$ cat src/rtl/regfile_scoreboard_if.sv
// Register file / scoreboard port bundle. The master side belongs to the
// pipeline (decode reads, issue, writeback); the slave side is the register file.
interface regfile_scoreboard_if #(
    parameter int unsigned XLEN  = 32,
    parameter int unsigned NREGS = 32,
    parameter int unsigned NRD   = 2
);
    localparam int unsigned AW = $clog2(NREGS);

    // Decode read ports
    logic [NRD*AW-1:0]   A;
    logic [NRD*XLEN-1:0] RD;
    logic [NRD-1:0]      busy;

    // Writeback port
    logic [AW-1:0]       A3;
    logic [XLEN-1:0]     WD3;
    logic                WE3;

    // Issue port and scoreboard occupancy
    logic                iss_valid;
    logic [AW-1:0]       iss_rd;
    logic [AW:0]         pend_cnt;

    modport master (
        output A, A3, WD3, WE3, iss_valid, iss_rd,
        input  RD, busy, pend_cnt
    );

    modport slave (
        input  A, A3, WD3, WE3, iss_valid, iss_rd,
        output RD, busy, pend_cnt
    );
endinterface

$ cat src/rtl/regfile_scoreboard.sv
// Integer register file with NRD combinational read ports, one writeback port,
// optional hardwired-zero x0, optional write-to-read bypass and a per-register
// pending-write scoreboard with a registered occupancy count.
module regfile_scoreboard #(
    parameter int unsigned XLEN     = 32,
    parameter int unsigned NREGS    = 32,
    parameter int unsigned NRD      = 2,
    parameter int unsigned BYPASS   = 1,
    parameter int unsigned ZERO_REG = 1
) (
    input logic                 clk,
    input logic                 rst_n,
    regfile_scoreboard_if.slave bus
);
    localparam int unsigned AW = $clog2(NREGS);

    // True for addresses that hold real, writable state: in range and not a
    // hardwired x0. Reads of any other address return 0 and never look busy.
    function automatic logic addressable(input logic [AW-1:0] a);
        return (32'(a) < NREGS) && !((ZERO_REG != 0) && (a == '0));
    endfunction

    logic [XLEN-1:0] regs_q [NREGS];
    logic [NREGS-1:0] pending_q, pending_d;
    logic [AW:0]      pend_cnt_q, pend_cnt_d;

    logic we_ok;      // writeback targets a real register
    logic iss_ok;     // issue targets a real register
    logic bypass_en;  // writeback is visible to same-cycle reads
    logic cnt_inc;
    logic cnt_dec;

    assign we_ok  = bus.WE3 && addressable(bus.A3);
    assign iss_ok = bus.iss_valid && addressable(bus.iss_rd);

    // Gated by rst_n so that reads stay at 0 while reset is held.
    assign bypass_en = (BYPASS != 0) && rst_n && we_ok;

    // Register array: reset clears every entry, writeback updates one entry.
    always_ff @(posedge clk or negedge rst_n) begin
        if (!rst_n) begin
            for (int r = 0; r < int'(NREGS); r++) begin
                regs_q[r] <= '0;
            end
        end else if (we_ok) begin
            regs_q[bus.A3] <= bus.WD3;
        end
    end

    // Scoreboard next state: clear on writeback first so a same-register issue
    // overrides it (the newly issued producer is still in flight).
    always_comb begin
        pending_d = pending_q;
        cnt_inc   = 1'b0;
        cnt_dec   = 1'b0;

        if (we_ok) begin
            pending_d[bus.A3] = 1'b0;
        end
        if (iss_ok) begin
            pending_d[bus.iss_rd] = 1'b1;
        end

        // Count only real transitions so pend_cnt tracks popcount(pending).
        if (iss_ok && !pending_q[bus.iss_rd]) begin
            cnt_inc = 1'b1;
        end
        if (we_ok && pending_q[bus.A3] && !(iss_ok && (bus.iss_rd == bus.A3))) begin
            cnt_dec = 1'b1;
        end

        pend_cnt_d = pend_cnt_q + {{AW{1'b0}}, cnt_inc} - {{AW{1'b0}}, cnt_dec};
    end

    // Scoreboard state registers.
    always_ff @(posedge clk or negedge rst_n) begin
        if (!rst_n) begin
            pending_q  <= '0;
            pend_cnt_q <= '0;
        end else begin
            pending_q  <= pending_d;
            pend_cnt_q <= pend_cnt_d;
        end
    end

    assign bus.pend_cnt = pend_cnt_q;

    // Per-port combinational read data and busy flag.
    for (genvar i = 0; i < int'(NRD); i++) begin : g_port
        logic [AW-1:0]   a;
        logic            live;
        logic            hit;
        logic [XLEN-1:0] rd_val;
        logic            busy_val;

        assign a    = bus.A[i*AW +: AW];
        assign live = addressable(a);
        assign hit  = bypass_en && (bus.A3 == a);

        // Read mux: invalid/x0 -> 0, bypass hit -> WD3, otherwise the array.
        always_comb begin
            rd_val   = '0;
            busy_val = 1'b0;
            if (live) begin
                if (hit) begin
                    rd_val = bus.WD3;
                end else begin
                    rd_val = regs_q[a];
                end
                busy_val = pending_q[a] && !hit;
            end
        end

        assign bus.RD[i*XLEN +: XLEN] = rd_val;
        assign bus.busy[i]            = busy_val;
    end

endmodule

$ cat src/flat_wrapper.sv
// flat-port wrapper written by rule: the top's interface ports become plain ports
module regfile_scoreboard_flat 
#(
    parameter int unsigned XLEN     = 32,
    parameter int unsigned NREGS    = 32,
    parameter int unsigned NRD      = 2,
    parameter int unsigned BYPASS   = 1,
    parameter int unsigned ZERO_REG = 1
)
  (clk, rst_n, bus_A, bus_A3, bus_WD3, bus_WE3, bus_iss_valid, bus_iss_rd, bus_RD, bus_busy, bus_pend_cnt);
  regfile_scoreboard_if #(.XLEN(XLEN), .NREGS(NREGS), .NRD(NRD)) bus_i ();
  input logic clk;
  input logic rst_n;
  input wire logic [$bits(bus_i.A)-1:0] bus_A;
  input wire logic [$bits(bus_i.A3)-1:0] bus_A3;
  input wire logic [$bits(bus_i.WD3)-1:0] bus_WD3;
  input wire logic [$bits(bus_i.WE3)-1:0] bus_WE3;
  input wire logic [$bits(bus_i.iss_valid)-1:0] bus_iss_valid;
  input wire logic [$bits(bus_i.iss_rd)-1:0] bus_iss_rd;
  output wire logic [$bits(bus_i.RD)-1:0] bus_RD;
  output wire logic [$bits(bus_i.busy)-1:0] bus_busy;
  output wire logic [$bits(bus_i.pend_cnt)-1:0] bus_pend_cnt;
  assign bus_i.A = bus_A;
  assign bus_i.A3 = bus_A3;
  assign bus_i.WD3 = bus_WD3;
  assign bus_i.WE3 = bus_WE3;
  assign bus_i.iss_valid = bus_iss_valid;
  assign bus_i.iss_rd = bus_iss_rd;
  assign bus_RD = bus_i.RD;
  assign bus_busy = bus_i.busy;
  assign bus_pend_cnt = bus_i.pend_cnt;
  regfile_scoreboard #(.XLEN(XLEN), .NREGS(NREGS), .NRD(NRD), .BYPASS(BYPASS), .ZERO_REG(ZERO_REG)) u_core (.clk(clk), .rst_n(rst_n), .bus(bus_i));
endmodule
$ cat config.mk
export PLATFORM = sky130hd
export DESIGN_NAME = regfile_scoreboard_flat
export DESIGN_NICKNAME = d
export VERILOG_FILES = /design/src/rtl/regfile_scoreboard_if.sv /design/src/rtl/regfile_scoreboard.sv /design/src/flat_wrapper.sv
export SDC_FILE = /design/constraint.sdc
export NUM_CORES = 2
export LEC_CHECK = 0
export CORE_MARGIN = 2
export CORE_UTILIZATION = 55
export DETAILED_ROUTE_END_ITERATION = 8
export PLACE_DENSITY = 0.84
export SLEW_MARGIN = 20
export SYNTH_ARGS = -nofsm -noshare
export SYNTH_HDL_FRONTEND = slang
export SYNTH_SLANG_ARGS = --single-unit
$ cat constraint.sdc
create_clock -name clk -period 2.5 [get_ports clk]
set_clock_uncertainty 0.05 [all_clocks]
set_input_delay 0.25 -clock clk [delete_from_list [all_inputs] [get_ports clk]]
set_output_delay 0.25 -clock clk [all_outputs]
set_load 0.01 [all_outputs]
==> qor.yml <==
power.leakage_nw: 32.2
synth_area_sq_um: 58700
place_congestion: 0.965
dr.first_iter.drc_count: 7489
io_buffers: 127
violations: "design-rule violations, negative setup slack"
initial_core_util_pct: 55.6
coreArea_sq_um: 106000
drive_above_1_share_pct: 63.0
cts.clk_slew.worst_paths_ns: 0.07
synth-edff-count: 0
end_kind: "output port"
ant_nets: 0
cp_data_required_time_ns: 2.20
p_clk_share_pct: 30.7
p_sw_share_pct: 31.4
switchingPower_w: 0.0178
gr-total-overflow: 0
synth_flop_cell: "dfrtp_1"
r2r_slack_ns: -0.35
cap_violations: 0
synthCells: 4132
multi_input_area_sq_um: 32200
synth_compound_area_share_pct: 4.34
outcome: "finished with violations"
syn_to_final_growth_pct: 25.0
avgRoutedWirePerCell_microns: 39.7
antenna_found_initial: 18
p_comb_share_pct: 27.5
hp-class: "primary input to async pin"
syn_avg_cell_area_sq_um: 14.2
synthesis.nets: 4195
die-width_microns: 331
die_y_microns: 331
dp_hpwl_mm: 135
synth-simple-area-share_pct: 4.38
worst_slew_pin_slew_ns: 1.10
path_max_fanout: 3
period_share_pct: 120
clk_latency_ns: 0.70
vias_per_cell: 7.85
placementRows: 119
cts.htree.levels: 3
power_density_nw_per_um2: 771
synth_top_family_by_area: "multiplexers"
muxShareOfSynthArea_pct: 40.9
p_int_w: 0.0389
max_slew_margin_pct: 26.9
worstSetupPathType: "flop to output port"
ys_warn_count: 0
io_pins: 128
ir_worst_vdd_v: 0.000759
synth-seq-cells: 1062
hold_viol: 0
cts_tree: "built"
ctsLongestPathBuffers: 3
tns_ns: -19.52
grt_pass1_vias: 47922
fillers: 5939
drc: 32
min_period_ns: 3.00
synthArstFlopShare_pct: 100
ys_seq_area_share_pct: 45.2
cts_made_buffers: 107
fmax_ghz: 0.334
ys_types: 68
grt_use_total_pct: 41.8
grt_pass1_wl_mm: 330
design_area_sq_um: 73400
setup_viol: 71
power_frac_seq_pct: 41.8
final_nets: 4721
die_area_sq_um: 109000
setup_ws_ns: -0.498
clock-sinks: 1062
rsz0062_at_grt: "yes"
drt_first_pass_iters: 9
routed_wl_mm: 244
seqCellArea_sq_um: 26600
grt_max_degree: 187
maxSlewViolCount: 0
clockRootBuffer: "clkbuf_16"
cp.arrival_ns: 2.70
start_kind: "flop"
synth_xor_area_share_pct: 0.298
placed_cell_area_sq_um: 66400
synthAdderAreaFrac_pct: 0.162
vias: 48249
==> cells by family after synthesis <==
family          Yosys count
mux                    1739
flops                  1062
simple gates            499
buf+inv                 493
compound gates          312
xor+xnor                 20
fa+ha+maj                 7
==> worst max-delay path: stages, from the launching register on <==
cell,delay (ns)
dfrtp_1,0.47
mux4_2,0.39
nor2_1,0.08
nor3_1,0.42
nor3_2,0.09
buf_4,0.18
nor3_2,0.17
buf_2,0.16
==> sequential cells by signal, summed over array words and instances (netlist names) <==
signal,count
u_core.regs_q,1024
u_core.pending_q,32
u_core.bus.pend_cnt,6
==> synthesized netlist by cell type, drive strengths merged (2+ instances only) <==
cell type	count	share of area, %
nand3	9	0.077
inv	19	0.12
a21oi	4	0.034
a31oi	2	0.021
a2111oi	3	0.055
or2	6	0.064
ha	6	0.13
o221a	10	0.19
a311oi	2	0.030
a211o	2	0.030
dfrtp	1062	45
or3	4	0.051
a221oi	11	0.19
xnor2	16	0.24
clkbuf	206	1.3
nor4	3	0.043
a211oi	55	0.71
buf	268	3.2
a22o	11	0.16
nor3	195	2.1
nand2	37	0.26
mux2	1138	22
o221ai	63	0.94
and3	6	0.064
nor2b	13	0.14
o22ai	74	0.79
mux2i	185	3.2
mux4	416	16
a22oi	4	0.051
o21ai	10	0.085
and2	4	0.043
nor3b	4	0.060
a221o	52	0.89
nand2b	9	0.096
nand3b	4	0.051
nor2	198	1.3
and3b	2	0.030
or3b	2	0.030
a32o	3	0.051
xor2	4	0.060
==> layout make-up <==
class / count / area share, %
Clock inverter: 44 / 0.772
Sequential cell: 1062 / 36.2
Clock buffer: 152 / 4.24
Timing Repair Buffer: 891 / 12.4
Multi-Input combinational cell: 2577 / 43.8
Tap cell: 1391 / 2.37
Inverter: 19 / 0.0971
Antenna cell: 12 / 0.0409
==> cells in the final DEF (no fill, tap or decap), types with 13 or more instances in the layout <==
cell             synthesis  routed
buf_4                   74     540
clkinv_2                 0      27
clkdlybuf4s50_1          0      44
a211oi_4                 0      19
nand2_1                 31      17
o22ai_1                 74      21
buf_2                  152      61
clkbuf_8                 0      18
mux2i_4                  0      23
dfrtp_1               1062    1060
clkbuf_16                0     113
o22ai_4                  0      20
o22ai_2                  0      33
o221ai_1                63      60
nand2_2                  6      20
mux2i_2                  0      19
mux2i_1                185     143
buf_6                   20      64
nor2_1                 198     170
a221o_1                 52      52
nor3_2                  47     103
mux4_2                 414     415
nor2_4                   0      16
inv_1                   19      17
xnor2_1                 16      13
mux2_2                1138    1124
buf_12                  13     166
clkbuf_1               206      23
nor3_4                   0      62
nor3_1                 148      30
mux2_4                   0      14
a211oi_2                 1      28
==> per-layer routing <==
| metal | GRT usage, % | part of all wire, % | up-vias | wire length (microns) |
|---|---|---|---|---|
| li1 | - | - | 16902 | - |
| met1 | 48.9 | 31 | 23788 | 75000 |
| met2 | 59.6 | 41 | 5271 | 101000 |
| met3 | 19.2 | 16 | 2258 | 40000 |
| met4 | 33.0 | 11 | 30 | 27700 |
| met5 | 0.391 | 0.21 | - | 516 |
==> worst paths after layout <==
check                               startpoint                      to  depth (start not counted)
max                         u_core.regs_q[668]              bus_RD[28]                          7
min reg2reg                u_core.regs_q[1003]     u_core.regs_q[1003]                          0
min in group clk                     bus_A3[2]    u_core.pending_q[31]                          6
max in group asynchronous                rst_n      u_core.regs_q[102]                          5
max reg2reg                u_core.pending_q[9]  u_core.bus.pend_cnt[5]                         13
min                                      rst_n      u_core.regs_q[377]                          3
==> timing repair <==
item | 4_1_cts | 5_1_grt
pin swaps | 180 | 144
gates cloned | 2 | 2
buffers inserted | 133 | 39
gates resized for setup | 643 | 183
setup endpoints to repair | 71 | 71
hold buffers | 1 | 0
endpoints found under the hold margin | 18 | 0
==> power groups by stage <==
| stage | sequential (W) | combinational [W] | clock (W) |
|---|---|---|---|
| after floorplan | 0.0223 | 0.00846 | 0 |
| after global placement | 0.0228 | 0.0121 | 0 |
| after detailed placement | 0.0232 | 0.0125 | 0 |
| after CTS | 0.0229 | 0.0140 | 0.0171 |
| after global routing | 0.0237 | 0.0160 | 0.0179 |
| final | 0.0237 | 0.0156 | 0.0174 |
==> per-stage QoR <==
stage          worst slack [ns]  cells  power, W  hold slack (ns)  util [%]
2_1_floorplan            -0.263   4132    0.0308          -0.0956         -
5_1_grt                  -0.624   6137    0.0576            0.140      69.5
6_report                 -0.498   6148    0.0566            0.109      69.6
3_3_place_gp              -1.18   5845    0.0349            0.302      62.9
3_5_place_dp              -1.28   5845    0.0357            0.302      62.9
4_1_cts                  -0.498   6123    0.0540           0.0936      68.6
(Power assumes the default switching activity.)
